### config.mk
export PLATFORM = sky130hd
export DESIGN_NAME = reg_write_scoreboard
export DESIGN_NICKNAME = d
export VERILOG_FILES = /design/src/rtl/reg_write_scoreboard.sv
export SDC_FILE = /design/constraint.sdc
export NUM_CORES = 1
export LEC_CHECK = 0
export ABC_AREA = 1
export CAP_MARGIN = 10
export CORE_ASPECT_RATIO = 1.4
export CORE_UTILIZATION = 55
export DETAILED_ROUTE_END_ITERATION = 10
export PLACE_DENSITY_LB_ADDON = 0.2
export SLEW_MARGIN = 10
export SYNTH_ARGS = -nofsm -noshare
export SYNTH_HDL_FRONTEND = slang
export SYNTH_SLANG_ARGS = --single-unit
### constraint.sdc
create_clock -name i_clk -period 2.1 [get_ports i_clk]
set_input_delay 0.21 -clock i_clk [delete_from_list [all_inputs] [get_ports i_clk]]
set_output_delay 0.21 -clock i_clk [all_outputs]
set_load 0.03 [all_outputs]
### src/rtl/reg_write_scoreboard.sv
// rtl/reg_write_scoreboard.sv - per-register in-flight writeback counters and RAW hazard detection
// Counts issued-but-not-written-back writes per architectural register; register 0 is never tracked.
module reg_write_scoreboard #(
  parameter int NUM_REGS   = 32,
  parameter int REG_ADDR_W = 5,
  parameter int CNT_W      = 2,
  parameter int WB_BYPASS  = 1
) (
  input  logic                  i_clk,
  input  logic                  i_rst_n,
  input  logic [REG_ADDR_W-1:0] i_src1_id,
  input  logic [REG_ADDR_W-1:0] i_src2_id,
  input  logic                  i_is_imm,
  input  logic                  i_issue_valid,
  input  logic                  i_issue_wb_en,
  input  logic [REG_ADDR_W-1:0] i_issue_dest,
  input  logic                  i_wb_valid,
  input  logic [REG_ADDR_W-1:0] i_wb_dest,
  input  logic                  i_sb_clear,
  output logic                  o_hazard_detected,
  output logic                  o_pending_any,
  output logic                  o_overflow_err,
  output logic                  o_underflow_err
);

  localparam logic [CNT_W-1:0] CNT_MAX = '1;
  localparam logic [CNT_W-1:0] CNT_ONE = CNT_W'(1);

  logic [CNT_W-1:0] r_cnt [NUM_REGS];
  logic             r_pending_any;
  logic             r_overflow_err;
  logic             r_underflow_err;

  logic [CNT_W-1:0] w_cnt_nxt [NUM_REGS];
  logic [NUM_REGS-1:0] w_pend;
  logic             w_inc;
  logic             w_dec;
  logic             w_ovf_hit;
  logic             w_unf_hit;
  logic             w_any_nxt;
  logic             w_hazard;

  assign w_dec = i_wb_valid && (i_wb_dest != '0);

  // A writeback landing this cycle on a count of 1 releases the reader early.
  always_comb begin
    w_pend = '0;
    for (int r = 1; r < NUM_REGS; r++) begin
      w_pend[r] = (r_cnt[r] != '0) &&
                  !((WB_BYPASS != 0) && w_dec &&
                    (i_wb_dest == REG_ADDR_W'(r)) && (r_cnt[r] == CNT_ONE));
    end
  end

  assign w_hazard = w_pend[i_src1_id] || (!i_is_imm && w_pend[i_src2_id]);

  // A stalled instruction does not leave ID, so its write must not be counted.
  assign w_inc = i_issue_valid && i_issue_wb_en && (i_issue_dest != '0) && !w_hazard;

  always_comb begin
    w_ovf_hit = 1'b0;
    w_unf_hit = 1'b0;
    w_any_nxt = 1'b0;
    for (int r = 0; r < NUM_REGS; r++) begin
      w_cnt_nxt[r] = r_cnt[r];
    end
    if (i_sb_clear) begin
      for (int r = 0; r < NUM_REGS; r++) begin
        w_cnt_nxt[r] = '0;
      end
    end else begin
      for (int r = 1; r < NUM_REGS; r++) begin
        if (w_inc && (i_issue_dest == REG_ADDR_W'(r)) &&
            !(w_dec && (i_wb_dest == REG_ADDR_W'(r)))) begin
          if (r_cnt[r] == CNT_MAX) begin
            w_ovf_hit = 1'b1;
          end else begin
            w_cnt_nxt[r] = r_cnt[r] + CNT_ONE;
          end
        end else if (w_dec && (i_wb_dest == REG_ADDR_W'(r)) &&
                     !(w_inc && (i_issue_dest == REG_ADDR_W'(r)))) begin
          if (r_cnt[r] == '0) begin
            w_unf_hit = 1'b1;
          end else begin
            w_cnt_nxt[r] = r_cnt[r] - CNT_ONE;
          end
        end
      end
    end
    for (int r = 1; r < NUM_REGS; r++) begin
      w_any_nxt = w_any_nxt || (w_cnt_nxt[r] != '0);
    end
  end

  always_ff @(posedge i_clk or negedge i_rst_n) begin
    if (!i_rst_n) begin
      for (int r = 0; r < NUM_REGS; r++) begin
        r_cnt[r] <= '0;
      end
      r_pending_any   <= 1'b0;
      r_overflow_err  <= 1'b0;
      r_underflow_err <= 1'b0;
    end else begin
      for (int r = 0; r < NUM_REGS; r++) begin
        r_cnt[r] <= w_cnt_nxt[r];
      end
      r_pending_any   <= w_any_nxt;
      r_overflow_err  <= r_overflow_err || w_ovf_hit;
      r_underflow_err <= r_underflow_err || w_unf_hit;
    end
  end

  assign o_hazard_detected = w_hazard;
  assign o_pending_any     = r_pending_any;
  assign o_overflow_err    = r_overflow_err;
  assign o_underflow_err   = r_underflow_err;

endmodule

==> run metrics, run 1 <==
Longest Clk Path Bufs 2; EDFF count, synth 0; first-pass GRT wire length about 86000 um; count leader, synth nand2_1; CTS Sinks 65; Cells after Synth 1252; Post-Syn Nets 1279; GRT Util Overall 0.882; Post-synth top cells 383 x nand2_1, 208 x nor2_1, 205 x inv_1; pre-CTS setup slack -1720 ps; dpl hpwl between 20000 and 30000 um; flops & latches, synth 65; synth unique cells 29; I/O pin total 31; step where the flow halted 5_1_grt; global placement routability congestion 1.12; Synth async-reset ratio 1.00; Die Span Y 133 um; total gr overflow roughly 380; Err [ERROR GRT-0116] Global routing finished with congestion. Check the congestion regions in the DRC Viewer.; top cell type by total area after synthesis dfrtp_1; top_reg_cell synth dfrtp_1; Synth Area per Inst 5.37 um^2; largest net degree at the start of global routing 28; placed instance count 1741; Seq/Total Area, Yosys 0.242; area post-placement 9960 um^2; Die Width 95.5 um; Synth area leaders dfrtp_1 24%, nand2_1 21%, nand3_1 13%; Clock H-tree levels 3; Post-Syn Area 6730 um^2; Starting Density 0.566; vias in the first global route 14600; I/O Buffers 30; area share of the largest cell type after synthesis 0.242; Root Driver clkbuf_16; Inserted Clock Buffers 9; status aborted with a tool error; row count 47; Syn. warnings 0
[logic make-up after synthesis]
kind of cell	after synthesis	synth area share
and+or+nand+nor	867	0.558
AOI/OAI and AO/OA	76	0.0614
buffers and inverters	244	0.139
DFF	65	0.242
[layer usage]
| layer | GRT overflow | global-route usage |
|---|---|---|
| met1 | 7 | 0.841 |
| met2 | 232 | 1.05 |
| met3 | 10 | 0.744 |
| met4 | 129 | 0.920 |
| met5 | 0 | 0.400 |
[stage by stage]
| stage | TNS [ps] | hold WS, ps |
|---|---|---|
| after floorplan | -381 | -85.6 |
| after global placement | -70680 | 213 |
| after detailed placement | -76660 | 225 |
| after CTS | -11420 | 402 |
[repair_timing]
item                                    in CTS
resized for setup                          261
hold buffers                                 1
buffers inserted                            53
endpoints found under the setup margin      66
hold endpoints to repair                    17
gates cloned                                 3
pin swaps                                   76
==> run 2: changes to the inputs <==
CORE_ASPECT_RATIO = unset   (was 1.4)
CORE_UTILIZATION = 40   (was 55)
PLACE_DENSITY_LB_ADDON = 0.15   (was 0.2)
clock period = 2.75 ns   (was 2.1 ns; I/O delays follow)
==> run 2 against run 1 <==
The flow now finishes, with violations (setup timing). Synthesized area is the same. Synthesized cell count is the same.
==> run metrics, run 2 <==
Vias/cell approximately 5.4; Post-synth top cells 383 x nand2_1, 208 x nor2_1, 205 x inv_1; Slew @ Worst Pin 970 ps; DRT antenna net count 0; CP max stage delay approximately 390 ps; Sw Ratio 0.313; I/O Buffers 30; CTS Sinks between 60 and 70; failing checks setup timing; clk_skew 7.04 ps; unrepaired setup endpoints after global routing yes; Worst Path Max Fanout 6; Inserted Clock Buffers 9; die area ~17000 um^2; status finished with violations; commonest cells after routing, fill and taps aside 349 x buf_4, 332 x nand2_1, 186 x inv_1; Crit. path cell count 22; Finished Layout Cells about 1900; antenna diode count 0; global placement routability congestion around 1.1; dpl hpwl 26100 um; Req. time, crit path 2990 ps; Cells after Synth 1252; max_cap viols 0; crit path max-delay cell type dfrtp_1; Max VDD drop 0.305 mV; Clock transition at path regs 60 ps; Post-Route WL 33600 um; R2R cell count 22; PD cells 263 nW/um^2; vias in the first global route 9154; Layout area overhead 64.6%; sequential share of power 0.334; clock power share 0.419; nets 1664; first-pass GRT wire length about 51000 um; fin util 0.670; WL/cell 18.0 um; largest register by flop count r_cnt; final worst setup slack -187 ps; area share of the largest cell type after synthesis 0.242; layout cells sized above 1 0.349; count leader, synth nand2_1; cell area after layout 11100 um^2; Post-Syn Nets 1279; clock network latency to the later pin of the worst-skew pair ~350 ps; worst setup path category reg2reg; row count 47; max reg flops 62; Relative slew margins 0.353; placed instance count 1815; area post-placement 9760 um^2; CTS tree yes; overall power 2.91 mW; most common cell after layout, fill and taps aside buf_4; CP most frequent cell nand2_1; sw power 910 uW; TritonRoute pass-1 iters 7; Final Hold Vio Count 0; Synth area leaders dfrtp_1 24%, nand2_1 21%, nand3_1 13%; Longest Clk Path Bufs 2; flops & latches, synth 65; Clock H-tree levels 3; Root Driver clkbuf_16; Post-Syn Area 6730 um^2; total gr overflow 0; EDFF count, synth 0; crit-path cells inv_1 > nor2_1 > nand2_1 > nand3_1 > and3_1 > nand2_1 > nand3_1 > nand3_2 > nand2_4 > buf_6 > buf_4 > nand4_1 > buf_4 > nand3_1 > a21oi_2 > nor2_4 > nor2_2 > nand2_1 > nor2_4 > nand2_2 > nor2_2 > nand2_1; GRT Util Overall 0.391; Seq/Total Area, Yosys 0.242; CP Buf/Inv Count 4; synth unique cells 29; core area roughly 17000 um^2; Syn. warnings 0; Hold Crit Class in2async; Starting Density 0.407; initial antenna violation count 0; Pleak 6.23 nW; f_max 0.341 GHz; final slew viol count 0; Critical Path Start Type flip-flop; Synth Area per Inst 5.37 um^2; I/O pin total 31; setup_tns -364 ps; nature of the critical path endpoint flip-flop; largest net degree at the start of global routing 66; combinational power share 0.248; Synth async-reset ratio 1.00; Initial DRC Count 1215; final period utilization 1.07; drt drc 0; Die Span Y 132 um; Setup-failing EPs final 3; top cell type by total area after synthesis dfrtp_1; Die Width 132 um; minimum clock period 2940 ps; top_reg_cell synth dfrtp_1; delay-heaviest family, CP simple AND/OR/NAND/NOR gates; routed via count 9998; P_int 2.00 mW; Worst Path Arrival 3180 ps
run 2: cell counts after synthesis:
No cell type changed its count.
run 2: stage by stage:
stage               worst slack (ps)  hold WS, ps
floorplan                        263        -20.6
global placement               -1470          448
detailed placement             -1530          458
CTS                            -72.6          124
global route                    -337          154
finish                          -187         20.5
run 2: timing repair:
action	4_1_cts	5_1_grt
gates cloned	1	0
hold buffers	0	0
gates resized for setup	182	93
buffers inserted	23	9
endpoints found under the setup margin	66	14
pin swaps	49	64
run 2: cells by family (layout without fill, tap and decap cells):
kind of cell / count (synthesis) / count (layout) / synth area share
flip-flops: 65 / 65 / 0.242
buffers and inverters: 244 / 633 / 0.139
AND/OR/NAND/NOR: 867 / 867 / 0.558
AO/OA/AOI/OAI: 76 / 76 / 0.0614
run 2: worst paths after layout:
check | from | end | slack, ps
worst max-delay path | r_cnt[54] | o_pending_any | -190
worst min-delay path | i_rst_n | r_cnt[37] | 20
worst max register to register | r_cnt[54] | o_pending_any | -190
worst min register to register | o_overflow_err | o_overflow_err | 480
max in group asynchronous | i_rst_n | r_cnt[5] | 1960
min in group i_clk | o_overflow_err | o_overflow_err | 480
run 2: routing by layer:
metal | part of all wire | GRT usage | up-vias | routed length, um
met4 | 0.062 | 0.215 | 0 | 2070
li1 | - | - | 4761 | -
met5 | 0 | 0 | - | 0
met3 | 0.092 | 0.0837 | 136 | 3090
met1 | 0.40 | 0.499 | 4545 | 13500
met2 | 0.44 | 0.612 | 556 | 14800
run 2: final cells by class:
cell class / instances / area (um^2)
Fill cell: 1517 / 5450
Multi-Input combinational cell: 943 / 4820
Timing Repair Buffer: 402 / 3220
Sequential cell: 65 / 1630
Inverter: 215 / 828
Tap cell: 220 / 275
Clock buffer: 12 / 256
Clock inverter: 3 / 40.0
Timing Repair inverter: 1 / 7.51
run 2: power by group through the flow:
stage               Sequential [mW]  Combinational [mW]  Clock (mW)
floorplan                     0.995               0.247           0
global placement              0.989               0.595           0
detailed placement            0.989               0.597           0
CTS                           0.971               0.674        1.24
global route                  0.972               0.760        1.27
finish                        0.972               0.720        1.22
Note: power is estimated with default switching activity, not from simulation.
==> run 3: changes to the inputs <==
--- a/config.mk
+++ b/config.mk
@@ -8,4 +8,5 @@
 export ABC_AREA = 1
 export CAP_MARGIN = 10
+export CORE_MARGIN = 2
 export CORE_UTILIZATION = 40
 export DETAILED_ROUTE_END_ITERATION = 10
==> constraint.sdc (replaced) <==
create_clock -name i_clk -period 2.4 [get_ports i_clk]
set_input_delay 0.24 -clock i_clk [delete_from_list [all_inputs] [get_ports i_clk]]
set_output_delay 0.24 -clock i_clk [all_outputs]
set_load 0.005 [all_outputs]
==> run 3 against run 2 <==
The run still ends with setup timing left. Global-route usage decreased by 1.6 points. Sequential share of layout area decreased by 1.2 points. Via count increased by 5.6%. Combinational power increased by 26%. Clock power increased by 13%. First-iteration DRC count decreased by 2.2%. Cell count increased by 3.1%. Power increased by 17%. Worst setup slack got worse by 540 ps. Critical path type is now in2reg. Largest power group unchanged.
==> run metrics, run 3 (synthesis gave the netlist of run 2 again) <==
WL/cell 18.4 um; PD cells 282 nW/um^2; R2R Path Start r_cnt[29]; Setup-failing EPs final a little under 50; clock power share 0.406; die area roughly 18000 um^2; reg2reg end o_pending_any; f_max 0.320 GHz; status finished with violations; Initial DRC Count approximately 1200; nets 1719; initial antenna violation count 0; FF/Latch Area 1630 um^2; drt drc 0; Clock transition at path regs ~60 ps; routed via count 10600; row count 47; Vias/cell 5.51; Critical Path Start Type input pin; sequential share of power 0.328; dpl hpwl 25800 um; layout cells sized above 1 0.424; Worst Path Arrival approximately 3400 ps; Final Hold Vio Count 0; TritonRoute pass-1 iters 7; R2R cell count 21; CTS tree yes; Clock H-tree levels 3; final period utilization 1.30; Starting Density 0.407; Fill cells 1348; I/O Buffers 30; largest net degree at the start of global routing 39; Root Driver clkbuf_16; Worst Path Max Fanout 8; Slew @ Worst Pin 439 ps; clk_skew 7.03 ps; global placement routability congestion 1.10; minimum clock period 3130 ps; Relative slew margins 0.707; clock network latency to the later pin of the worst-skew pair between 300 and 400 ps; Inserted Clock Buffers 9; max_cap viols 0; final worst setup slack -729 ps; GRT Util Overall 0.375; first-pass GRT wire length between 50000 and 60000 um; worst setup path category in2reg; sw power 1.08 mW; Sw Ratio 0.317; nature of the critical path endpoint flip-flop; Die Width 134 um; total gr overflow 0; Hold Crit Class in2async; Req. time, crit path 2640 ps; vias in the first global route 9520; Layout area overhead 79.5%; unrepaired setup endpoints after global routing yes; overall power 3.40 mW; multi-input logic area 5170 um^2; P_int 2.32 mW; Max VDD drop 0.362 mV; I/O pin total 31; Die Span Y 134 um; setup_tns -5590 ps; Post-Route WL 35200 um; Longest Clk Path Bufs 2; R2R Setup Slk -700 ps; core area 16500 um^2; DRT antenna net count 0; max reg flops 62; CTS Sinks 65; commonest cells after routing, fill and taps aside 363 x buf_4, 306 x nand2_1, 168 x inv_1; Pleak 6.60 nW; final slew viol count 0; combinational power share 0.266; largest register by flop count r_cnt; most common cell after layout, fill and taps aside buf_4; failing checks setup timing
==> run 3: changes by cell type in the layout (fill, tap and decap cells not counted), moves of 18 or more <==
cell | previous run | this run
inv_1 | 186 | 168
nand3_2 | 29 | 53
nand2_2 | 38 | 64
nand3_1 | 142 | 113
buf_6 | 25 | 54
inv_2 | 21 | 42
nand2_1 | 332 | 306
==> run 3: power groups by stage <==
stage	logic, mW	registers (mW)	clock network (mW)
floorplan	0.286	1.13	0
global placement	0.698	1.13	0
detailed placement	0.698	1.13	0
CTS	0.803	1.11	1.40
global route	0.945	1.11	1.44
finish	0.906	1.11	1.38
==> run 3: final cells by class <==
| cell class | count | area share |
|---|---|---|
| tap | 220 | 0.0228 |
| clock buffer | 11 | 0.0201 |
| inverter | 215 | 0.0681 |
| antenna | 1 | 0.000207 |
| clock inverter | 5 | 0.00456 |
| timing repair buffer | 458 | 0.322 |
| multi-input combinational | 943 | 0.428 |
| sequential | 65 | 0.135 |
==> run 3: worst max-delay path, stage by stage <==
cell             delay (ps)
clkdlybuf4s50_1         470
inv_1                   370
nand3_1                 140
nand3_1                 130
nand2_2                  60
nand2_1                  70
nand3_2                 110
nand3_4                 170
buf_12                  140
nand4_1                 240
nand2_1                 200
nand2_1                  90
a21oi_2                 170
nor2_2                   70
nor2_1                  130
nand2_1                  80
nor2_1                  110
buf_4                   120
nand2_1                  90
nor2_2                  120
nand2_1                  60
==> run 3: repair_timing <==
action                                 CTS  global route
gates resized for setup                246           172
gates cloned                             1             1
endpoints found under the hold margin   27             0
pin swaps                               94            92
buffers inserted                        34            39
setup endpoints to repair               66            65
hold buffers                             1             0
==> run 3: metal layers <==
layer,wire (um),global-route usage,part of all wire
met4,2310,0.207,0.066
met2,15500,0.595,0.44
met1,13700,0.472,0.39
met3,3700,0.0837,0.10
met5,0,0,0
==> run 3: how the worst max path moves through the flow <==
stage,from,to,slack (ps),cells after the start
6_report,i_src2_id[1],o_pending_any,-730,21
5_1_grt,i_wb_dest[1],o_pending_any,-810,28
4_1_cts,i_wb_dest[2],o_pending_any,-450,29
3_5_place_dp,i_wb_dest[1],o_pending_any,-1610,28
3_3_place_gp,i_wb_dest[1],o_pending_any,-1610,27
2_1_floorplan,i_wb_dest[3],o_pending_any,7,23
==> run 3: through the flow <==
step | hold slack, ps | std cells | instance area (um^2) | util | worst slack, ps
floorplan | -55.6 | 1252 | 6760 | - | 6.64
global placement | 194 | 1848 | 10100 | 0.612 | -1610
detailed placement | 197 | 1848 | 10100 | 0.612 | -1610
CTS | 369 | 1892 | 11300 | 0.686 | -447
global route | 405 | 1917 | 12100 | 0.731 | -805
finish | 359 | 1918 | 12100 | 0.731 | -729
